--- src/rtl/ofifo_drain_pkg.sv ---
// Shared widths and FSM encodings for the ofifo drain engine.
// Imported by the drain top and its lane sub-module.
package ofifo_drain_pkg;

  localparam int COL_DEF    = 8;
  localparam int BW_DEF     = 16;
  localparam int ADDR_W_DEF = 11;
  localparam int RD_LAT_DEF = 2;

  typedef logic [2:0] state_t;

  localparam state_t S_IDLE  = 3'd0;
  localparam state_t S_WAIT  = 3'd1;
  localparam state_t S_ISSUE = 3'd2;
  localparam state_t S_LAT   = 3'd3;
  localparam state_t S_WRITE = 3'd4;
  localparam state_t S_DONE  = 3'd5;

endpackage

--- src/rtl/ofifo_drain_relu_lane.sv ---
// Per-lane signed clamp: negative lanes go to zero when enabled.
// Purely combinational; instantiated once per column.
module relu_lane #(
  parameter int bw = 16
) (
  input  logic          en,
  input  logic [bw-1:0] din,
  output logic [bw-1:0] dout
);

  assign dout = (en && din[bw-1]) ? '0 : din;

endmodule

--- src/rtl/ofifo_drain.sv ---
// Drains full rows from the output FIFO into the psum SRAM.
// One read in flight at a time; optional ReLU on the way.
module ofifo_drain
  import ofifo_drain_pkg::*;
#(
  parameter int col    = COL_DEF,
  parameter int bw     = BW_DEF,
  parameter int addr_w = ADDR_W_DEF,
  parameter int rd_lat = RD_LAT_DEF
) (
  input  logic              clk,
  input  logic              reset,
  input  logic              start,
  input  logic [addr_w-1:0] base_addr,
  input  logic [addr_w-1:0] num_words,
  input  logic              relu_en,
  input  logic              fifo_valid,
  output logic              fifo_rd,
  input  logic [bw*col-1:0] fifo_out,
  output logic              sram_cen,
  output logic              sram_wen,
  output logic [addr_w-1:0] sram_a,
  output logic [bw*col-1:0] sram_d,
  output logic              busy,
  output logic              done
);

  localparam int LW = $clog2(rd_lat + 1);

  state_t state_q, state_d;

  logic [LW-1:0]     lat_q, lat_d;
  logic [addr_w-1:0] addr_q, addr_d;
  logic [addr_w-1:0] cnt_q, cnt_d;
  logic [addr_w-1:0] num_q, num_d;
  logic              relu_q, relu_d;

  logic              fifo_rd_q, fifo_rd_d;
  logic              sram_cen_q, sram_cen_d;
  logic              sram_wen_q, sram_wen_d;
  logic [addr_w-1:0] sram_a_q, sram_a_d;
  logic [bw*col-1:0] sram_d_q, sram_d_d;
  logic              busy_q, busy_d;
  logic              done_q, done_d;

  logic [bw*col-1:0] row_proc;
  logic [addr_w-1:0] cnt_inc;

  for (genvar i = 0; i < col; i++) begin : g_lane
    relu_lane #(
      .bw(bw)
    ) u_lane (
      .en  (relu_q),
      .din (fifo_out[bw*i +: bw]),
      .dout(row_proc[bw*i +: bw])
    );
  end

  assign cnt_inc = cnt_q + addr_w'(1);

  always_comb begin
    state_d  = state_q;
    lat_d    = lat_q;
    addr_d   = addr_q;
    cnt_d    = cnt_q;
    num_d    = num_q;
    relu_d   = relu_q;
    sram_a_d = sram_a_q;
    sram_d_d = sram_d_q;
    unique case (1'b1)
      (state_q == S_IDLE): begin
        if (start) begin
          addr_d  = base_addr;
          num_d   = num_words;
          relu_d  = relu_en;
          cnt_d   = '0;
          state_d = (num_words == '0) ? S_DONE : S_WAIT;
        end
      end
      (state_q == S_WAIT): begin
        if (fifo_valid) state_d = S_ISSUE;
      end
      (state_q == S_ISSUE): begin
        lat_d   = LW'(rd_lat);
        state_d = S_LAT;
      end
      (state_q == S_LAT): begin
        // Last latency cycle: fifo_out holds the popped row now.
        if (lat_q <= LW'(1)) begin
          sram_d_d = row_proc;
          sram_a_d = addr_q;
          state_d  = S_WRITE;
        end else begin
          lat_d = lat_q - LW'(1);
        end
      end
      (state_q == S_WRITE): begin
        addr_d  = addr_q + addr_w'(1);
        cnt_d   = cnt_inc;
        state_d = (cnt_inc == num_q) ? S_DONE : S_WAIT;
      end
      (state_q == S_DONE): begin
        state_d = S_IDLE;
      end
      default: begin
        state_d = S_IDLE;
      end
    endcase
  end

  // Outputs are decoded from the next state so they are registered.
  always_comb begin
    fifo_rd_d  = (state_d == S_ISSUE);
    sram_cen_d = (state_d != S_WRITE);
    sram_wen_d = (state_d != S_WRITE);
    busy_d     = (state_d != S_IDLE);
    done_d     = (state_d == S_DONE);
  end

  always_ff @(posedge clk or negedge reset) begin
    if (!reset) begin
      state_q    <= S_IDLE;
      lat_q      <= '0;
      addr_q     <= '0;
      cnt_q      <= '0;
      num_q      <= '0;
      relu_q     <= 1'b0;
      fifo_rd_q  <= 1'b0;
      sram_cen_q <= 1'b1;
      sram_wen_q <= 1'b1;
      sram_a_q   <= '0;
      sram_d_q   <= '0;
      busy_q     <= 1'b0;
      done_q     <= 1'b0;
    end else begin
      state_q    <= state_d;
      lat_q      <= lat_d;
      addr_q     <= addr_d;
      cnt_q      <= cnt_d;
      num_q      <= num_d;
      relu_q     <= relu_d;
      fifo_rd_q  <= fifo_rd_d;
      sram_cen_q <= sram_cen_d;
      sram_wen_q <= sram_wen_d;
      sram_a_q   <= sram_a_d;
      sram_d_q   <= sram_d_d;
      busy_q     <= busy_d;
      done_q     <= done_d;
    end
  end

  assign fifo_rd  = fifo_rd_q;
  assign sram_cen = sram_cen_q;
  assign sram_wen = sram_wen_q;
  assign sram_a   = sram_a_q;
  assign sram_d   = sram_d_q;
  assign busy     = busy_q;
  assign done     = done_q;

endmodule

--- config.mk ---
export PLATFORM = sky130hd
export DESIGN_NAME = ofifo_drain
export DESIGN_NICKNAME = d
export VERILOG_FILES = /design/src/rtl/ofifo_drain_pkg.sv /design/src/rtl/ofifo_drain_relu_lane.sv /design/src/rtl/ofifo_drain.sv
export SDC_FILE = /design/constraint.sdc
export NUM_CORES = 1
export LEC_CHECK = 0
export ABC_AREA = 1
export CAP_MARGIN = 10
export CORE_UTILIZATION = 44
export DETAILED_ROUTE_END_ITERATION = 10
export MAX_ROUTING_LAYER = met4
export PLACE_DENSITY = 0.79
export SLEW_MARGIN = 20
export SYNTH_ARGS = -nofsm -noshare
export SYNTH_HDL_FRONTEND = slang
export SYNTH_SLANG_ARGS = --single-unit
--- constraint.sdc ---
create_clock -name clk -period 1.92 [get_ports clk]
set_input_delay 0.288 -clock clk [delete_from_list [all_inputs] [get_ports clk]]
set_output_delay 0.288 -clock clk [all_outputs]
set_load 0.05 [all_outputs]
==> run summary <==
## Setup path
- 0.81 ns — largest stage delay on the critical path
- output port — Critical Path Sink Type
- register — sort of element at the start of the critical path
- 1.63 ns — required time worst endpoint
- clkdlybuf4s50_1 — critical path cell sequence
- 0.23 ns — worst reg2reg setup slack
- 2 — crit-path max FO
- register to output port — Worst Path Class, Setup
- 1 — Bufs and invs on worst path
- buffers and inverters — CP delay by family, top
- 1.61 ns — arrival time of the worst setup path
- sky130_fd_sc_hd__clkdlybuf4s50_1 — slowest stage cell, crit path

## Die
- 135 um — y dimension of the die
- 18300 sq um — Die Outline Area
- 299 — boundary pin count
- 17300 sq um — core area
- 135 um — Die X
- 48 — Site Rows
- 45.2% — starting utilization of the core area

## Layout
- 49.1% — Area growth syn-to-layout
- 1354 — number of nets in the finished design
- 67.3% — post-route core utilization
- 7.20% — share of layout cells above drive strength 1
- 11600 sq um — final std cell area, no fill
- 1434 — Post-Layout Cell Count
- 4560 sq um — Sequential Area
- 0 — Diodes inserted
- 1408 — number of filler cells placed in the layout
- 2800 sq um — area occupied by multi-input gates

## Timing
- 1.90 ns — minimum clock period after layout
- 99.1% — final worst path period share
- 526 MHz — highest attainable clock frequency
- 0.00924 ns — Clock Skew
- 0.577 ns — pin slew with the least headroom to its limit
- 0 — count of pins over their slew limit
- 0 — setup violators final
- 61.5% — max_slew headroom
- 0 ns — Post-Route Setup TNS
- no — RSZ-0062 raised after global routing
- 0 — final number of hold-violating endpoints

## Synth
- 0 — warnings from Yosys
- 8.61 sq um — Syn Area/Cell
- 58.0% — portion of synthesized cell area occupied by the leading cell type
- sky130_fd_sc_hd__dfrtp_1 (58%), sky130_fd_sc_hd__nand2_1 (17%), sky130_fd_sc_hd__o21ai_1 (9.2%) — cell types occupying the most area after synthesis
- 35 — unique cell type count in the Yosys netlist
- sky130_fd_sc_hd__nand2_1 — most common cell in the netlist
- 182 — Seq cells post-synth
- 0 — Post-synth EDFFs
- sky130_fd_sc_hd__dfrtp_1 — primary flip-flop cell chosen by synthesis mapping
- sky130_fd_sc_hd__dfrtp_1 — largest area contributor in the netlist
- 1065 — Post-Synthesis Net Count
- 907 — Post-Synthesis Cells
- 100% — fraction of synthesis flops using an asynchronous set or reset pin
- sky130_fd_sc_hd__nand2_1 (363), sky130_fd_sc_hd__dfrtp_1 (181), sky130_fd_sc_hd__o21ai_1 (143), sky130_fd_sc_hd__inv_1 (39), sky130_fd_sc_hd__nor2_1 (26) — most used standard cells in the synthesized netlist
- 7810 sq um — post-synthesis instance area
- 58.3% — portion of the post-synthesis area used by sequential elements

## Global route
- 0 — Overflow after GRT
- 77 — pin count of the biggest net entering global routing
- 35300 um — first-pass GRT wire length
- 6599 — via count of the first global-routing pass
- 0 — antenna violations before repair
- 26.0% — All-Layer GR Usage

## CTS
- 182 — sinks on the clock net
- sky130_fd_sc_hd__clkbuf_16 — cell chosen for the clock root
- 17 — TritonCTS buffer count
- 0 — Post-CTS Setup Inserts
- 0.43 ns — clock network latency to the later pin of the worst-skew pair
- 2 — buffer levels on the longest clock path
- built — TritonCTS clock tree
- 0.07 ns — CTS clk-pin slew, worst paths
- 4 — H-tree Lvls

## Route
- 4.94 — vias per cell
- 7090 — total number of vias
- 23200 um — routed wire length
- 0 — Remaining DRCs
- 410 — Starting DRT DRC Count
- 5 — Detailed Routing Iterations Pass 1
- 0 — remaining number of nets flagged by the antenna check after routing
- 16.2 um — wire length per cell

## Pwr
- 22.0 mW — total power
- 1.06 mV — worst vdd ir
- 5.97 nW — Leakage
- 1880 nW/um^2 — power density over the cells

## Placement
- 16900 um — Detail Placement HPWL
- 298 — port buffer count
- 0.873 — gpl congestion
- 11000 sq um — Area after DPL
- 1401 — Cells after DPL

## Hold path
- input port to asynchronous set/reset pin — worst min-delay path class

## Run status
- completed — result of the run

## Run
- 0 — max-capacitance violation count

[final timing paths]
check,from,endpoint,cells after the start
min in group clk,fifo_out[92],sram_d[92],3
worst min register to register,sram_a[5],sram_a[5],2
worst min-delay path,reset,sram_d[120],2
worst max register to register,cnt_q[1],busy,11
max in group asynchronous,reset,sram_wen,3
worst max-delay path,sram_d[100],sram_d[100],1
[where the power goes]
part | total, mW | leakage [nW] | internal [mW] | switching (mW)
Sequential | 6.48 | 2.28 | 5.54 | 0.942
Clock | 3.46 | 0.284 | 1.87 | 1.59
Combinational | 12.0 | 3.41 | 3.72 | 8.29
Total | 22.0 | 5.97 | 11.1 | 10.8
[routing by layer]
layer	GRT usage (%)	up-vias	wire length, um
met1	32.8	3302	9840
met3	5.16	32	1390
met5	-	-	0
met2	41.5	229	11400
li1	-	3527	-
met4	9.74	0	614
[cells in the final DEF, fill, tap and decap left out, drive strengths merged, types with 2 or more instances in the layout]
cell	Yosys	routed
nand2	366	366
nand3	25	25
clkdlybuf4s50	0	216
clkinvlp	0	2
nor4	2	2
a221oi	3	3
o211ai	2	2
dfrtp	181	181
dlymetal6s2s	0	42
inv	44	52
o21ai	164	164
nand3b	2	2
nand4	5	5
a21oi	11	11
ha	3	3
nor2	31	31
o22ai	7	7
nor3	3	3
buf	32	37
dlygate4sd2	0	21
clkinv	3	6
clkbuf	15	18
[metrics by stage]
step,setup WS [ns],hold WS (ns)
CTS,0.000168,0.392
detailed placement,0.122,0.270
finish,0.0172,0.396
global route,0.000768,0.416
global placement,0.142,0.262
floorplan,0.395,-0.00759
[kinds of logic after synthesis]
kind of cell / Yosys count / synth area share, %
simple gates: 434 / 22.1
compound gates: 191 / 12.7
flops: 182 / 58.3
buf+inv: 94 / 5.98
fa+ha+maj: 3 / 0.481
xor+xnor: 2 / 0.224
mux: 1 / 0.192
[area by class of cell]
type                            instances  area share (%)
Sequential cell                       182            39.1
Tap cell                              225            2.42
Clock inverter                         14            1.21
Clock buffer                           18            3.77
Multi-Input combinational cell        631            24.1
Inverter                               47            1.51
Timing Repair Buffer                  317            27.9
[state kept, by name (all words and copies together), names as in the netlist]
register	cells
sram_d	128
addr_q	11
cnt_q	11
num_q	11
sram_a	11
state_q	3
lat_q	2
busy	1
done	1
fifo_rd	1
relu_q	1
sram_wen	1
[what timing repair did]
action / CTS / global route
resized for setup: 21 / 43
hold buffers: 1 / 0
endpoints found under the setup margin: 21 / 45
hold endpoints to repair: 40 / 0
pin swaps: 0 / 0
No activity file was read; power rests on OpenSTA's default activity.
